## config.mk

```make
export PLATFORM = sky130hd
export DESIGN_NAME = p_status_reg
export DESIGN_NICKNAME = d
export VERILOG_FILES = /design/src/rtl/P65C816_pkg.sv /design/src/rtl/p_status_reg.sv
export SDC_FILE = /design/constraint.sdc
export NUM_CORES = 1
export LEC_CHECK = 0
export ABC_AREA = 1
export CAP_MARGIN = 20
export CORE_MARGIN = 2
export CORE_UTILIZATION = 37
export CTS_CLUSTER_DIAMETER = 120
export DETAILED_ROUTE_END_ITERATION = 6
export GPL_TIMING_DRIVEN = 0
export PLACE_DENSITY_LB_ADDON = 0.3
export SYNTH_ARGS = -nofsm -noshare
export SYNTH_HDL_FRONTEND = slang
export SYNTH_SLANG_ARGS = --single-unit
```

## constraint.sdc

```tcl
create_clock -name CLK -period 1.3 [get_ports CLK]
set_input_delay 0.325 -clock CLK [delete_from_list [all_inputs] [get_ports CLK]]
set_output_delay 0.325 -clock CLK [all_outputs]
set_load 0.01 [all_outputs]
```

## src/rtl/P65C816_pkg.sv

```systemverilog
// Shared types and constants for the 65C816 processor status register:
// flag-operation encoding, reset value and flag bit positions.
package P65C816_pkg;

  typedef enum logic [2:0] {
    NOP       = 3'd0,
    ALU       = 3'd1,
    REP       = 3'd2,
    SEP       = 3'd3,
    LOAD      = 3'd4,
    XCE       = 3'd5,
    INT_ENTRY = 3'd6,
    RSVD      = 3'd7
  } FlagOp_t;

  localparam logic [7:0] P_RESET = 8'h34;

  localparam int FLAG_C = 0;
  localparam int FLAG_Z = 1;
  localparam int FLAG_I = 2;
  localparam int FLAG_D = 3;
  localparam int FLAG_X = 4;
  localparam int FLAG_M = 5;
  localparam int FLAG_V = 6;
  localparam int FLAG_N = 7;

  // Mask order is {N,V,Z,C}; unmasked flags keep their current value.
  function automatic logic [7:0] alu_merge(input logic [7:0] p,
                                           input logic [3:0] mask,
                                           input logic       n,
                                           input logic       v,
                                           input logic       z,
                                           input logic       c);
    logic [7:0] r;
    r = p;
    if (mask[3]) r[FLAG_N] = n;
    if (mask[2]) r[FLAG_V] = v;
    if (mask[1]) r[FLAG_Z] = z;
    if (mask[0]) r[FLAG_C] = c;
    return r;
  endfunction

endpackage

```

## src/rtl/p_status_reg.sv

```systemverilog
// 65C816 processor status register P with emulation flag E, effective IRQ mask
// and index-high-clear pulse. Optional macro P65_IRQ_DELAY_EN defers IRQ_MASK.
module p_status_reg
  import P65C816_pkg::*;
(
  input  logic       CLK,
  input  logic       RST_N,
  input  logic       CE,
  input  logic [2:0] FLAG_OP,
  input  logic [3:0] FLAG_MASK,
  input  logic       ALU_N,
  input  logic       ALU_V,
  input  logic       ALU_Z,
  input  logic       ALU_C,
  input  logic [7:0] D_IN,
  input  logic       INSTR_END,
  output logic [7:0] P,
  output logic       E,
  output logic       IRQ_MASK,
  output logic       IDX_HI_CLR
);

  logic [7:0] r_p;
  logic       r_e;
  logic       r_irq_mask;
  logic       r_idx_hi_clr;

  logic [7:0] w_p_nxt;
  logic       w_e_nxt;
  logic       w_irq_nxt;
  logic       w_x_rise;
  FlagOp_t    w_op;

  assign w_op = FlagOp_t'(FLAG_OP);

  always_comb begin
    w_p_nxt = r_p;
    w_e_nxt = r_e;
    case (w_op)
      ALU:       w_p_nxt = alu_merge(r_p, FLAG_MASK, ALU_N, ALU_V, ALU_Z, ALU_C);
      REP:       w_p_nxt = r_p & ~D_IN;
      SEP:       w_p_nxt = r_p | D_IN;
      LOAD:      w_p_nxt = D_IN;
      XCE: begin
        w_p_nxt[FLAG_C] = r_e;
        w_e_nxt         = r_p[FLAG_C];
      end
      INT_ENTRY: begin
        w_p_nxt[FLAG_I] = 1'b1;
        w_p_nxt[FLAG_D] = 1'b0;
      end
      default:   w_p_nxt = r_p;
    endcase

    // Emulation mode pins M and X high after any update, including XCE entry.
    if (w_e_nxt) begin
      w_p_nxt[FLAG_M] = 1'b1;
      w_p_nxt[FLAG_X] = 1'b1;
    end

    w_x_rise = ~r_p[FLAG_X] & w_p_nxt[FLAG_X];

`ifdef P65_IRQ_DELAY_EN
    // CLI/SEI/PLP take effect on interrupt recognition only at instruction end.
    if (w_op == INT_ENTRY)
      w_irq_nxt = 1'b1;
    else if (INSTR_END)
      w_irq_nxt = w_p_nxt[FLAG_I];
    else
      w_irq_nxt = r_irq_mask;
`else
    w_irq_nxt = w_p_nxt[FLAG_I];
`endif
  end

`ifndef P65_IRQ_DELAY_EN
  logic w_unused_instr_end;
  assign w_unused_instr_end = INSTR_END;
`endif

  always_ff @(posedge CLK) begin
    if (!RST_N) begin
      r_p          <= P_RESET;
      r_e          <= 1'b1;
      r_irq_mask   <= 1'b1;
      r_idx_hi_clr <= 1'b0;
    end else if (CE) begin
      r_p          <= w_p_nxt;
      r_e          <= w_e_nxt;
      r_irq_mask   <= w_irq_nxt;
      r_idx_hi_clr <= w_x_rise;
    end
  end

  assign P          = r_p;
  assign E          = r_e;
  assign IRQ_MASK   = r_irq_mask;
  assign IDX_HI_CLR = r_idx_hi_clr;

endmodule
```

==> results of run 1 <==
[how the worst max path moves through the flow]
stage          slack (ps)   end  cells after the start        from
3_3_place_gp         -620  P[5]                      8  FLAG_OP[0]
6_report               50  P[2]                      2        flop
2_1_floorplan          30  P[0]                      9  FLAG_OP[2]
4_1_cts                20  P[4]                      1        P[4]
3_5_place_dp         -640  P[1]                      8  FLAG_OP[1]
5_1_grt                -4  P[4]                      7        P[4]
[kinds of logic after synthesis]
logic type      count (synthesis)  synth area share
compound gates                 21             0.162
flops                          10             0.262
fa+ha+maj                       1            0.0164
buf+inv                        14            0.0885
simple gates                   77             0.471
[stage by stage]
step	util	TNS [ps]
3_5_place_dp	0.559	-6110
4_1_cts	0.577	0
6_report	0.581	0
5_1_grt	0.581	-6.72
2_1_floorplan	-	0
3_3_place_gp	0.559	-5680
[cell type report]
class | instances | area, um2
Buffer | 3 | 26.3
Timing Repair Buffer | 31 | 290
Multi-Input combinational cell | 99 | 508
Inverter | 11 | 41.3
Fill cell | 215 | 822
Sequential cell | 10 | 204
Tap cell | 27 | 33.8
Clock buffer | 4 | 36.3
[routing by layer]
layer / vias to the layer above / global-route usage / wire, um
met3: 2 / 0.0675 / 139
met4: 0 / 0.0278 / 15
met2: 28 / 0.293 / 986
met1: 415 / 0.237 / 951
met5: - / 0 / 0
li1: 474 / - / -
[power by group through the flow]
stage / logic (mW) / clock network [mW] / registers [mW]
after CTS: 0.266 / 0.293 / 0.336
after floorplan: 0.134 / 0 / 0.350
final: 0.269 / 0.284 / 0.336
after global placement: 0.271 / 0 / 0.342
after global routing: 0.301 / 0.302 / 0.340
after detailed placement: 0.277 / 0 / 0.343
[timing repair]
action	CTS	global route
gates resized for setup	20	7
setup buffers	1	0
pin swaps	1	0
endpoints found under the setup margin	21	10
[worst reg2reg max path: stages (launching register included)]
cell,delay [ps]
sky130_fd_sc_hd__dfxtp_2,340
sky130_fd_sc_hd__or2_2,290
sky130_fd_sc_hd__nand2_1,70
sky130_fd_sc_hd__nand2_1,60
sky130_fd_sc_hd__nor2_1,100
sky130_fd_sc_hd__nand3_1,90
sky130_fd_sc_hd__nand2_1,80
sky130_fd_sc_hd__o211ai_1,80
[state kept, by name, indices dropped and copies added, names as in the netlist, named ones only]
signal	cells
E	1
IDX_HI_CLR	1
P	7
[Yosys cell counts (all sizes together)]
library cell,count,area (um2)
nand2,41,179
o2111ai,1,8.76
dfxtp,10,200
o21bai,1,7.51
or2,1,6.26
nor2,19,78.8
o211ai,1,7.51
inv,11,41.3
a31oi,1,6.26
ha,1,12.5
o21ai,7,35.0
a21oi,8,43.8
buf,3,26.3
a22oi,2,15.0
nand3,15,87.6
nand3b,1,7.51
[placed cells by master, fill, tap and decap left out, types with 2 or more instances in the layout]
cell type,instances
sky130_fd_sc_hd__a21oi_1,7
sky130_fd_sc_hd__a22oi_1,2
sky130_fd_sc_hd__buf_4,3
sky130_fd_sc_hd__clkbuf_4,3
sky130_fd_sc_hd__clkdlybuf4s50_1,16
sky130_fd_sc_hd__dfxtp_1,7
sky130_fd_sc_hd__dfxtp_2,3
sky130_fd_sc_hd__dlygate4sd2_1,11
sky130_fd_sc_hd__inv_1,11
sky130_fd_sc_hd__nand2_1,35
sky130_fd_sc_hd__nand2_2,4
sky130_fd_sc_hd__nand2_4,2
sky130_fd_sc_hd__nand3_1,14
sky130_fd_sc_hd__nor2_1,15
sky130_fd_sc_hd__nor2_2,2
sky130_fd_sc_hd__nor2_4,2
sky130_fd_sc_hd__o21ai_0,6
==> flow_metrics.tcl, run 1 <==
set metrics [dict create \
    core_region_area_um2 1960 \
    drc 0 \
    dpl-instance-area_um2 1100 \
    crit_slowest_cell "sky130_fd_sc_hd__dfxtp_2" \
    cts_hold_buf 0 \
    num_vias 919 \
    finClkSkew_ps 0.0930 \
    pin_count_of_the_biggest_net_entering_global_routing 11 \
    final_max_slew_viol_count 0 \
    final_cell_area_excluding_filler_cells_um2 1140 \
    sequentialPowerShare 0.378 \
    n_antenna_cell 0 \
    timing.setup.critical_path_class "flop to output pin" \
    half_perimeter_wire_length_of_the_detailed_placement_result_mm 1.61 \
    post_synth_instance_area_um2 763 \
    power_dens_cells_nw_per_um2 780 \
    critPathBufInv 2 \
    design.die.area_um2 2440 \
    drt_iter0_markers 18 \
    timing.hold.worst.start "CE" \
    final_nets 183 \
    worst_hold_path.num_cells 2 \
    cap_viol_max_count 0 \
    tritoncts "yes" \
    post_synth.cell_area_avg_um2 6.21 \
    hold_viol_final 0 \
    switching_share 0.299 \
    area.growth.synth_to_final_pct 49.3 \
    cpPeakStageDelay_ps 320 \
    p_total_mw 0.889 \
    h-tree-depth 1 \
    dr.pass1.iters 4 \
    pre_cts_ws_ps -643 \
    finalHoldWorstSlack_ps 346 \
    routed_via_density 4.97 \
    final_cell_count_no_fill 185 \
    clkPwrFrac 0.320 \
    crit-reg2reg-capture "P[4]" \
    io_pins 34 \
    syn_nets 147 \
    totalWireLength_mm 2.09 \
    final.period_utilization 0.961 \
    post-route-min-period_ps 1250 \
    clock.fmax_ghz 0.800 \
    worst_slew_margin_rel 0.832 \
    worstMarginPinSlew_ps 249 \
    final.setup.worst_slack_ps 50.7 \
    wl_per_cell_um 11.3 \
    global_route.overflow_total 0 \
    synth-seq-area-share 0.262 \
    ctsRootBufferMaster "sky130_fd_sc_hd__clkbuf_4" \
    worst_setup_path_start_kind "flop" \
    synth_cells 123 \
    grt_antenna_before_repair 0 \
    worst_setup_ep_type "output pin" \
    holdCritPathClass "primary input to flop" \
    ir_drop_mv 0.503 \
    pwr-share-comb 0.302 \
    die_w_um 49.4 \
    timing.critical_path.arrival_ps 920 \
    critical_path.top_delay_family "buffers and inverters" \
    ff2ff_setup_slack_ps 80 \
    synthDistinctLibCells 23 \
    outcome "complete, no violations" \
    regToRegStartpoint "P[4]" \
    switching_power_summed_over_all_nets_mw 0.266 \
    io_buffer_count 30 \
    drt.antenna.violating_nets 0 \
    report.final.setup_viol 0 \
    via_count_of_the_first_global_routing_pass 750 \
    yosys_warning_count 0 \
    internal-power_mw 0.623 \
    number_of_buffers_between_clock_root_and_the_deepest_sink 2 \
    clk_pin_slew_ps 70 \
    die_h_um 49.4 \
    ys_ff_latch 10 \
    cts.sink_count 10 \
    hold-path-endpoint "P[4]" \
    fp-row-count 16 \
    reg2reg_depth 7 \
    critPathMaxFanout 3 \
    globalplace.congestion 0.730 \
    cts_made_buffers 3 \
    dpl.cell_count 180 \
    grt_pass1_wl_mm 3.46 \
    gr-usage-all-layers 0.182 \
    static-leakage-power_nw 0.557 \
    clock_insertion_delay_worst_skew_ps 270 \
    unrepaired_setup_endpoints_after_global_routing "true" \
    crit_chain "buf_4 > clkdlybuf4s15_1" \
    drive_above_1_share 0.165 \
    starting_density 0.389 \
    critPathRequiredTime_ps 980 \
]
Power figures use the tool's default switching activity.
==> run 2, diff against run 1 <==
CORE_ASPECT_RATIO = 0.75   (was unset)
==> run 2 against run 1 <==
Net effect:
- clock power is essentially flat
- combinational power grew 4%
- register-to-register slack improved by 50 ps
- largest cell class unchanged
- highest routed layer unchanged
==> flow_metrics.tcl, run 2 (synthesized netlist as in run 1, its figures left out) <==
set metrics [dict create \
    cts.sink_count 10 \
    num-fill-cells 202 \
    starting_density 0.386 \
    num_vias 939 \
    worst_slew_margin_rel 0.796 \
    worst_hold_path.num_cells 2 \
    clock_insertion_delay_worst_skew_ps 270 \
    final.period_utilization 0.963 \
    mostFrequentLayoutCells "sky130_fd_sc_hd__nand2_1, sky130_fd_sc_hd__clkdlybuf4s50_1, sky130_fd_sc_hd__nor2_1, sky130_fd_sc_hd__nand3_1, sky130_fd_sc_hd__dlygate4sd2_1" \
    cap_viol_max_count 0 \
    core_region_area_um2 1980 \
    area.growth.synth_to_final_pct 50.7 \
    hold_viol_final 0 \
    design.die.area_um2 2450 \
    wl_per_cell_um 12.4 \
    drt_iter0_markers 20 \
    crit-reg2reg-capture "P[4]" \
    tns_ps 0 \
    finClkSkew_ps 0.172 \
    drive_above_1_share 0.195 \
    die_h_um 43.3 \
    number_of_buffers_between_clock_root_and_the_deepest_sink 2 \
    mostFrequentLayoutCell "sky130_fd_sc_hd__nand2_1" \
    regToRegStartpoint "P[4]" \
    ir_drop_mv 0.612 \
    totalWireLength_mm 2.27 \
    final_max_slew_viol_count 0 \
    worst_setup_ep_type "output pin" \
    timing.critical_path.arrival_ps 930 \
    globalplace.congestion 0.847 \
    h-tree-depth 1 \
    gr-usage-all-layers 0.188 \
    global_route.overflow_total 0 \
    static-leakage-power_nw 0.571 \
    fp-row-count 14 \
    timing.setup.critical_path_class "flop to output pin" \
    die_w_um 56.4 \
    io_pins 34 \
    tritoncts "yes" \
    worstMarginPinSlew_ps 302 \
    final_nets 184 \
    drt.antenna.violating_nets 0 \
    report.final.setup_viol 0 \
    grt_antenna_before_repair 0 \
    worst_setup_path_start_kind "flop" \
    p_total_mw 0.903 \
    hold-path-endpoint "P[4]" \
    n_antenna_cell 0 \
    drc 0 \
    unrepaired_setup_endpoints_after_global_routing "false" \
    timing.hold.worst.start "CE" \
    half_perimeter_wire_length_of_the_detailed_placement_result_mm 1.71 \
    number_of_flip_flops_in_the_largest_register 7 \
    routed_via_density 5.13 \
    critPathMaxFanout 3 \
    cts_hold_buf 0 \
    outcome "complete, no violations" \
    critPathRequiredTime_ps 980 \
    post-route-min-period_ps 1250 \
    via_count_of_the_first_global_routing_pass 864 \
    holdCritPathClass "primary input to flop" \
    clk_pin_slew_ps 70 \
    power_dens_cells_nw_per_um2 785 \
    cpPeakStageDelay_ps 330 \
    crit_chain "buf_4 > clkdlybuf4s15_1" \
    crit_slowest_cell "sky130_fd_sc_hd__dfxtp_2" \
    ff2ff_setup_slack_ps 130 \
    cts_made_buffers 3 \
    io_buffer_count 30 \
    pin_count_of_the_biggest_net_entering_global_routing 11 \
    grt_pass1_wl_mm 3.59 \
    clock.fmax_ghz 0.799 \
    dr.pass1.iters 5 \
    reg2reg_depth 9 \
    ctsRootBufferMaster "sky130_fd_sc_hd__clkbuf_4" \
]
[run 2: cell count changes in the layout (fill, tap and decap cells not counted), sizes merged]
cell           before  now
buf                 5    7
clkdlybuf4s15       2    1
clkdlybuf4s50      16   15
dlymetal6s2s        0    1
[run 2: area by class of cell]
cell class / count / area, um2 / share of cell area
inverters: 11 / 41.3 / 0.0359
clock buffers: 4 / 36.3 / 0.0316
multi-input cells: 99 / 515 / 0.448
well taps: 24 / 30.0 / 0.0261
repair buffers: 32 / 294 / 0.256
flip-flops and latches: 10 / 206 / 0.180
plain buffers: 3 / 26.3 / 0.0229
[run 2: worst max-delay path: cells and delay by family (launching register included)]
| family | cells | cell delay, ps |
|---|---|---|
| flip-flops | 1 | 330 |
| buffers and inverters | 2 | 340 |
[run 2: through the flow]
step	hold WS [ps]	setup WS (ps)	cells	util	instance area, um2
after floorplan	424	29.7	123	-	763
after CTS	357	15.6	182	0.570	1130
after global placement	448	-609	177	0.552	1090
after detailed placement	456	-661	177	0.552	1090
after global routing	339	8.83	183	0.581	1150
final	332	48.5	183	0.581	1150
[run 2: repair_timing]
item,CTS,global route
pin swaps,2,6
setup endpoints to repair,21,10
setup buffers,1,1
resized for setup,20,15
[run 2: report_power, final]
| group | switching, mW | total, mW | internal [mW] |
|---|---|---|---|
| Clock | 0.117 | 0.287 | 0.170 |
| Combinational | 0.149 | 0.280 | 0.131 |
| Sequential | 0.0123 | 0.336 | 0.324 |
[run 2: how the worst max path moves through the flow]
| stage | from | end | slack [ps] | depth (start not counted) |
|---|---|---|---|---|
| floorplan | FLAG_OP[2] | P[0] | 30 | 9 |
| global placement | FLAG_OP[0] | P[5] | -610 | 8 |
| detailed placement | FLAG_OP[0] | P[5] | -660 | 8 |
| CTS | P[4] | P[4] | 20 | 1 |
| global route | flop | P[2] | 9 | 2 |
| finish | flop | P[2] | 50 | 2 |
[run 2: layer usage]
| layer | GRT usage | vias to the layer above | wire length [um] |
|---|---|---|---|
| met3 | 0.0537 | 4 | 152 |
| li1 | - | 476 | - |
| met4 | 0.0571 | 0 | 34 |
| met1 | 0.230 | 419 | 1040 |
| met2 | 0.326 | 40 | 1040 |
| met5 | 0 | - | 0 |
==> run 3, diff against run 2 <==
HOLD_SLACK_MARGIN = 0.02   (was unset)
==> results of run 3 <==
The final DEF is identical to that of run 2; final timing and power are the same.
